**src/rtl/vga_pixel_fetch.sv**
```systemverilog
// Framebuffer prefetch for the VGA output: streams words in raster order into a
// small FIFO and emits one pixel per enabled cycle, keeping pixel alignment across stalls.
module vga_pixel_fetch #(
  parameter int                FB_X_MAX     = 1280,
  parameter int                FB_Y_MAX     = 1024,
  parameter int                ADDR_W       = 21,
  parameter int                DATA_W       = 8,
  parameter int                DEPTH        = 16,
  parameter logic [DATA_W-1:0] UNDERRUN_PIX = '0
) (
  input  logic                     clk,
  input  logic                     rst,
  input  logic                     frame_start,
  input  logic                     enable,
  output logic                     rd_req,
  output logic [ADDR_W-1:0]        rd_addr,
  input  logic                     rd_gnt,
  input  logic                     rd_valid,
  input  logic [DATA_W-1:0]        rd_data,
  output logic [DATA_W-1:0]        pix_data,
  output logic                     pix_valid,
  output logic                     underrun,
  output logic [$clog2(DEPTH):0]   level
);

  localparam int PW = $clog2(DEPTH);
  localparam int LW = PW + 1;
  localparam int CW = ADDR_W + 1;
  localparam logic [CW-1:0]     TOTAL     = CW'(FB_X_MAX * FB_Y_MAX);
  localparam logic [ADDR_W-1:0] LAST_ADDR = ADDR_W'(FB_X_MAX * FB_Y_MAX - 1);

  localparam logic [1:0] IDLE  = 2'd0;
  localparam logic [1:0] FETCH = 2'd1;
  localparam logic [1:0] DONE  = 2'd2;

  logic [1:0]        state;
  logic [LW-1:0]     wr_ptr;
  logic [LW-1:0]     rd_ptr;
  logic [LW-1:0]     inflight;
  logic [LW-1:0]     inflight_next;
  logic [CW-1:0]     drop;
  logic [CW-1:0]     drop_next;
  logic [CW-1:0]     issued;
  logic [DATA_W-1:0] mem [DEPTH];

  logic [LW:0] room_used;
  logic        accept;
  logic        empty;
  logic        do_pop;
  logic        starve;
  logic        ret_drop;
  logic        ret_live;
  logic        push;

  assign level     = wr_ptr - rd_ptr;
  // Words already requested count against FIFO space, so a push can never overflow.
  assign room_used = {1'b0, level} + {1'b0, inflight};
  assign rd_req    = (state == FETCH) && (room_used < (LW+1)'(DEPTH));
  assign accept    = rd_req & rd_gnt;

  assign empty    = (level == '0);
  assign do_pop   = enable & ~empty;
  assign starve   = enable & empty;
  assign ret_drop = rd_valid & (drop != '0);
  assign ret_live = rd_valid & (drop == '0);
  // A live word arriving during an underrun is the one that slot owed, so it is discarded.
  assign push     = ret_live & ~starve & ~frame_start;

  assign inflight_next = inflight + LW'(accept) - LW'(rd_valid);

  always_comb begin
    drop_next = drop;
    if (ret_drop && !starve) begin
      drop_next = drop - 1'b1;
    end else if (starve && !rd_valid && (drop != '1)) begin
      // Saturate: once this many words are owed every outstanding return is discarded anyway.
      drop_next = drop + 1'b1;
    end
  end

  always_ff @(posedge clk or posedge rst) begin
    if (rst) begin
      state     <= IDLE;
      rd_addr   <= '0;
      issued    <= '0;
      inflight  <= '0;
      drop      <= '0;
      wr_ptr    <= '0;
      rd_ptr    <= '0;
      pix_data  <= '0;
      pix_valid <= 1'b0;
      underrun  <= 1'b0;
    end else begin
      inflight  <= inflight_next;
      pix_valid <= enable;
      if (do_pop) begin
        pix_data <= mem[rd_ptr[PW-1:0]];
      end else if (starve) begin
        pix_data <= UNDERRUN_PIX;
        underrun <= 1'b1;
      end

      if (frame_start) begin
        // Every read still outstanding belongs to the old frame.
        state   <= FETCH;
        wr_ptr  <= '0;
        rd_ptr  <= '0;
        rd_addr <= '0;
        issued  <= '0;
        drop    <= CW'(inflight_next);
      end else begin
        drop <= drop_next;
        if (push) begin
          wr_ptr <= wr_ptr + 1'b1;
        end
        if (do_pop) begin
          rd_ptr <= rd_ptr + 1'b1;
        end
        if (accept) begin
          issued <= issued + 1'b1;
          if (rd_addr != LAST_ADDR) begin
            rd_addr <= rd_addr + 1'b1;
          end
          if (issued == TOTAL - 1'b1) begin
            state <= DONE;
          end
        end
      end
    end
  end

  always_ff @(posedge clk) begin
    if (push) begin
      mem[wr_ptr[PW-1:0]] <= rd_data;
    end
  end

endmodule

```
**config.mk**
```make
export PLATFORM = sky130hd
export DESIGN_NAME = vga_pixel_fetch
export DESIGN_NICKNAME = d
export VERILOG_FILES = /design/src/rtl/vga_pixel_fetch.sv
export SDC_FILE = /design/constraint.sdc
export NUM_CORES = 1
export LEC_CHECK = 0
export ABC_AREA = 1
export BUFFER_PORTS_ARGS = -buffer_cell sky130_fd_sc_hd__buf_2
export CAP_MARGIN = 5
export CORE_MARGIN = 1
export CORE_UTILIZATION = 35
export CTS_CLUSTER_SIZE = 10
export DETAILED_ROUTE_END_ITERATION = 8
export REMOVE_ABC_BUFFERS = 1
export SLEW_MARGIN = 20
export SYNTH_ARGS = -nofsm -noshare
export SYNTH_HDL_FRONTEND = slang
export SYNTH_SLANG_ARGS = --single-unit
```
**constraint.sdc**
```tcl
create_clock -name clk -period 8.3 [get_ports clk]
set_clock_uncertainty 0.05 [all_clocks]
set_input_delay 1.245 -clock clk [delete_from_list [all_inputs] [get_ports clk]]
set_output_delay 1.245 -clock clk [all_outputs]
set_load 0.05 [all_outputs]
```
==> impl_metrics.env, run 1 <==
export IMPL_end_kind="register"
export IMPL_coreArea_um2=32600
export IMPL_cts_resized=0
export IMPL_clk_path_buf_depth=3
export IMPL_dpl_hpwl_um=20000
export IMPL_placed_area_um2=12300
export IMPL_utilization_pct=40.1
export IMPL_dieWidth_um=184
export IMPL_synth_edf_count=128
export IMPL_yosysWarnings=0
export IMPL_pwr_density_cell_nw_per_um2=313
export IMPL_grt_setup_unrepaired="false"
export IMPL_crit_type="register to register"
export IMPL_io_pins=51
export IMPL_hp_class="register to register"
export IMPL_antenna_found_initial=0
export IMPL_die_height_um=184
export IMPL_nets=1392
export IMPL_grt_max_degree=69
export IMPL_fin_crit_ns=4.69
export IMPL_maxCapViolations=0
export IMPL_hold_viol=0
export IMPL_critPathLaunchType="register"
export IMPL_r2r_setup_slack_ns=3.61
export IMPL_final_common_cell="nand2_1"
export IMPL_timing_fmax_ghz=0.213
export IMPL_synth_area_um2=11600
export IMPL_path_clk_slew_ns=0.05
export IMPL_p_leak_nw=5.42
export IMPL_syn_inst=1291
export IMPL_drtIter0Drc=553
export IMPL_num_antenna_cells=0
export IMPL_final_cell_mix="nand2_1 (333), nor2_1 (131), edfxtp_1 (128)"
export IMPL_seqCellArea_um2=6150
export IMPL_async_reset_ff_share_pct=41.8
export IMPL_maxSlewViolCount=0
export IMPL_ir_drop_mv=0.201
export IMPL_clk_latency_ns=0.53
export IMPL_htreeDepth=1
export IMPL_numPortBuffers=50
export IMPL_vias=9140
export IMPL_routedWlPerCell_um=16.1
export IMPL_cts_setup_buffers=0
export IMPL_synth_top_flop_cell="edfxtp_1"
export IMPL_gp_congestion=0.895
export IMPL_drc=0
export IMPL_setup_viol_count_final=0
export IMPL_tightest_slew_ns=1.07
export IMPL_cts_buffers=26
export IMPL_status="completed"
export IMPL_drive_above_1_share_pct=9.02
export IMPL_critPathMaxFanout=15
export IMPL_globalRoute_totalOverflow=0
export IMPL_grt_pass1_wl_um=46900
export IMPL_drt_pass1_iterations=5
export IMPL_period_share_pct=56.6
export IMPL_place_ws_ns=3.61
export IMPL_worstPathArrival_ns=5.04
export IMPL_ys_seq_area_share_pct=52.9
export IMPL_routed_wl_um=28900
export IMPL_avgSynthCellArea_um2=9.00
export IMPL_crit_required_ns=8.65
export IMPL_grtUsageTotal_pct=17.4
export IMPL_n_fill_cell=3294
export IMPL_via_per_inst=5.09
export IMPL_worst_slack_ns=3.61
export IMPL_final_cell_area_um2=13100
export IMPL_cts_tree="built"
export IMPL_ys_ff_latch=220
export IMPL_grt_pass1_vias=8853
export IMPL_slew_headroom_pct=28.7
export IMPL_clockRootBuffer="clkbuf_16"
export IMPL_start_util_pct=35.6
export IMPL_die_area_um2=33900
export IMPL_postRouteAntennaNets=0
export IMPL_num_rows=66
export IMPL_cts_sinks=220
export IMPL_ys_types=49
export IMPL_cts_hold_buf=0
export IMPL_area_growth_pct=12.5
export IMPL_multi_input_area_um2=4950
export IMPL_power_mw=4.09
export IMPL_fin_setup_tns_ns=0
-- stage by stage --
step	hold WS, ns	instances
2_1_floorplan	0.392	1250
3_3_place_gp	0.407	1749
3_5_place_dp	0.415	1749
4_1_cts	0.430	1794
5_1_grt	0.449	1794
6_report	0.420	1794
-- final cells by class --
cell class / instances / share of cell area, %
flip-flops and latches: 220 / 47.0
multi-input cells: 930 / 37.8
clock buffers: 43 / 5.54
well taps: 442 / 4.23
inverters: 100 / 2.89
repair buffers: 57 / 2.32
clock inverters: 2 / 0.163
-- state kept, by name, indices dropped and copies added (netlist names) --
| name | count |
|---|---|
| issued | 22 |
| state | 2 |
| inflight | 5 |
| rd_addr | 21 |
| rd_ptr | 5 |
| pix_valid | 1 |
| pix_data | 8 |
| drop | 22 |
| mem | 128 |
| wr_ptr | 5 |
| underrun | 1 |
-- power by group --
part | switching (mW) | internal, mW
Sequential | 0.101 | 1.26
Clock | 0.428 | 0.590
Combinational | 1.19 | 0.527
Total | 1.72 | 2.37
-- cell families (layout without fill, tap and decap cells) --
| logic type | after synthesis | count (layout) | share of synthesized area, % |
|---|---|---|---|
| AOI/OAI and AO/OA | 214 | 214 | 10.7 |
| adders and majority gates | 43 | 43 | 4.82 |
| xor gates and xnor gates | 50 | 50 | 3.77 |
| and+or+nand+nor | 623 | 623 | 22.9 |
| DFF | 220 | 220 | 52.9 |
| buffers and inverters | 141 | 202 | 4.89 |
-- final timing paths --
path,startpoint,to,cells after the start
max,rd_ptr[3],drop[4],21
min,underrun,underrun,2
max reg2reg,rd_ptr[3],drop[4],21
min reg2reg,underrun,underrun,2
max in group asynchronous,rst,rd_ptr[0],3
min in group asynchronous,rst,rd_addr[12],2
-- per-layer routing --
metal | up-vias | wire (um) | global-route usage [%]
li1 | 4498 | - | -
met1 | 4421 | 13700 | 24.0
met2 | 177 | 13400 | 28.6
met3 | 44 | 1210 | 2.51
met4 | 0 | 665 | 4.60
met5 | - | 0 | 0
-- critical path: stages, from the launching register on --
cell and delay (ns):
dfrtp_1 0.59, clkinv_1 0.45, ha_1 0.49, a21oi_2 0.21
nand2_1 0.09, nand2_1 0.07, nand2_1 0.09, ha_1 0.27
nand3b_1 0.16, a21oi_2 0.14, nand2_1 0.32, ha_1 0.41
inv_1 0.04, ha_1 0.19, fa_1 0.41, nand3_1 0.08
nand2_1 0.06, xor2_1 0.15, nand2_1 0.06, o21ai_0 0.08
nand2_1 0.09, o21ai_0 0.09
-- Yosys cell counts, types with 4 or more instances --
master	n	share of area (%)
a21oi_1	60	2.6
a221oi_1	6	0.45
buf_1	9	0.29
buf_2	7	0.30
clkbuf_1	20	0.65
dfrtp_1	92	20
edfxtp_1	128	33
ha_1	40	4.3
inv_1	95	3.1
nand2_1	333	11
nand2_2	4	0.22
nand3_1	77	3.3
nand3b_1	4	0.26
nand4_1	27	1.5
nor2_1	131	4.2
nor3_1	21	0.90
nor4_1	11	0.59
o21ai_0	95	4.1
o21ai_2	10	0.75
o221ai_1	11	0.83
o22ai_1	5	0.27
o31ai_1	10	0.65
or2_2	5	0.27
xnor2_1	21	1.6
xor2_1	29	2.2
Note: power is estimated with default switching activity, not from simulation.
==> run 2, diff against run 1 <==
- ABC_AREA: 1 -> 0
- clock period: 8.3 -> 4.1 ns (I/O delays scaled with it)
==> impl_metrics.env, run 2 <==
export IMPL_ir_drop_mv=0.288
export IMPL_gp_congestion=0.815
export IMPL_synth_top_family_by_area="simple AND/OR/NAND/NOR gates"
export IMPL_grt_util_met3_pct=2.23
export IMPL_yosysWarnings=0
export IMPL_slew_headroom_pct=39.9
export IMPL_end_kind="register"
export IMPL_clockRootBuffer="clkbuf_16"
export IMPL_drc=0
export IMPL_synthTopCellsByCount="edfxtp_1 (128), dfrtp_1 (92), nor2_1 (73)"
export IMPL_ys_ff_latch=220
export IMPL_ys_types=69
export IMPL_maxCapViolations=0
export IMPL_routed_wl_um=26700
export IMPL_worst_slack_ns=-0.0424
export IMPL_num_rows=64
export IMPL_yosysMostFrequentCell="edfxtp_1"
export IMPL_start_util_pct=35.7
export IMPL_area_growth_pct=23.6
export IMPL_grt_pass1_vias=7539
export IMPL_path_clk_slew_ns=0.05
export IMPL_die_area_um2=32000
export IMPL_grt_util_met2_pct=27.0
export IMPL_hp_class="primary input to async pin"
export IMPL_grtUsageTotal_pct=16.8
export IMPL_violations="negative setup slack"
export IMPL_grt_pass1_wl_um=41900
export IMPL_drt_pass1_iterations=5
export IMPL_final_cells=1465
export IMPL_dieWidth_um=179
export IMPL_dpl_hpwl_um=17800
export IMPL_avgSynthCellArea_um2=12.1
export IMPL_yosys_mux_area_fraction_pct=7.18
export IMPL_cts_sinks=220
export IMPL_synth_simple_area_share_pct=14.8
export IMPL_async_reset_ff_share_pct=41.8
export IMPL_crit_type="register to register"
export IMPL_routedWlPerCell_um=18.2
export IMPL_grt_busiest_layer="met2"
export IMPL_clk_path_buf_depth=3
export IMPL_hold_viol=0
export IMPL_fin_crit_ns=4.14
export IMPL_numPortBuffers=50
export IMPL_synthXorXnorAreaFrac_pct=4.96
export IMPL_coreArea_um2=30700
export IMPL_tightest_slew_ns=0.901
export IMPL_clk_latency_ns=0.54
export IMPL_largest_reg_flops=128
export IMPL_cts_hold_buf=0
export IMPL_synth_top_area_cell="edfxtp_1"
export IMPL_synth_area_um2=10900
export IMPL_globalRoute_totalOverflow=0
export IMPL_p_leak_nw=5.19
export IMPL_final_cell_area_um2=13500
export IMPL_via_per_inst=5.28
export IMPL_final_cell_mix="edfxtp_1 (128), buf_4 (103), dfrtp_1 (91)"
export IMPL_worstPathArrival_ns=4.56
export IMPL_nets=1110
export IMPL_postRouteAntennaNets=0
export IMPL_use_met1_pct=23.6
export IMPL_critPathLaunchType="register"
export IMPL_r2r_start="wr_ptr[0]"
export IMPL_cts_buffers=26
export IMPL_rr_worst_depth=18
export IMPL_period_share_pct=101
export IMPL_reg2reg_to="drop[21]"
export IMPL_io_pins=51
export IMPL_cts_tree="built"
export IMPL_vias=7734
export IMPL_synth_edf_count=128
export IMPL_dp_cells=1409
export IMPL_antenna_found_initial=0
export IMPL_grt_max_degree=76
export IMPL_drtIter0Drc=597
export IMPL_pwr_density_cell_nw_per_um2=682
export IMPL_syn_inst=902
export IMPL_crit_required_ns=4.51
export IMPL_drive_above_1_share_pct=26.0
export IMPL_critPathMaxFanout=8
export IMPL_ys_seq_area_share_pct=56.2
export IMPL_synth_top_flop_cell="edfxtp_1"
export IMPL_status="finished, violations left"
export IMPL_whs_ns=0.145
export IMPL_synthAdderAreaFrac_pct=5.12
export IMPL_synth_area_top_cells="edfxtp_1 (35%), dfrtp_1 (21%), ha_1 (4.6%), mux4_2 (4.5%), xnor2_1 (3.7%)"
export IMPL_r2r_setup_slack_ns=-0.04
export IMPL_final_common_cell="edfxtp_1"
export IMPL_htreeDepth=1
export IMPL_timing_fmax_ghz=0.241
export IMPL_synth_top_area_share_pct=35.1
export IMPL_setup_viol_count_final=2
export IMPL_maxSlewViolCount=0
export IMPL_num_antenna_cells=0
export IMPL_grt_setup_unrepaired="true"
export IMPL_die_height_um=179
export IMPL_cp_endpoint="drop[21]"
export IMPL_synth_compound_area_share_pct=9.47
export IMPL_placed_area_um2=12300
export IMPL_crit_path_start="wr_ptr[0]"
export IMPL_place_ws_ns=-0.256
==> run 2: metal layers <==
layer / vias to the layer above / share of wire (%)
met2: 148 / 48
met1: 3851 / 45
li1: 3699 / -
met4: 0 / 2.1
met5: - / 0
met3: 36 / 4.0
==> run 2: power breakdown <==
part,switching (mW),internal (mW)
logic,2.32,1.98
registers,0.240,2.54
clock network,0.877,1.26
total,3.44,5.78
==> run 2: cell type report <==
type / instances / area (um^2)
Fill cell: 2784 / 17200
Tap cell: 396 / 495
Clock inverter: 2 / 60.1
Timing Repair Buffer: 158 / 1100
Multi-Input combinational cell: 620 / 4890
Sequential cell: 220 / 6150
Inverter: 27 / 106
Clock buffer: 42 / 721
==> run 2: worst min-delay path by stage <==
stage / to / slack [ns] / cells past startpoint
5_1_grt: drop[5] / 0.20 / 2
2_1_floorplan: state[0] / 0.40 / 2
6_report: drop[6] / 0.15 / 2
4_1_cts: pix_valid / 0.26 / 1
3_3_place_gp: underrun / 0.40 / 1
3_5_place_dp: underrun / 0.40 / 1
==> run 2: repair_timing <==
| action | CTS | global route |
|---|---|---|
| pin swaps | 24 | 36 |
| setup endpoints to repair | 7 | 13 |
| setup buffers | 9 | 6 |
| resized for setup | 41 | 30 |
==> run 2: critical path, cell delays in order, from the launching register on <==
cell and delay, ns:
dfrtp_1 0.38, inv_2 0.08, ha_4 0.12, inv_2 0.03, fa_2 0.36, xor2_2 0.16, or3_4 0.35, a21oi_4 0.18
a31oi_4 0.12, buf_12 0.18, buf_12 0.14, ha_4 0.16, a21o_1 0.19, a21oi_2 0.18, a21boi_2 0.08, o41a_1 0.42
a211o_1 0.30, or4b_1 0.50, nand3_1 0.09
==> run 2: kinds of logic after synthesis <==
group	count (synthesis)
AO/OA/AOI/OAI	158
XOR/XNOR	62
adder cells (fa/ha/maj)	43
buffers and inverters	62
flip-flops	220
multiplexers	51
AND/OR/NAND/NOR	306
==> run 2: stage by stage <==
stage	utilization (%)	TNS, ns	power (mW)
finish	44.1	-0.0444	9.22
global route	44.1	-0.702	9.74
global placement	40.0	-0.132	6.55
detailed placement	40.0	-0.506	6.60
floorplan	-	-275.26	5.13
CTS	43.5	-0.0866	9.02
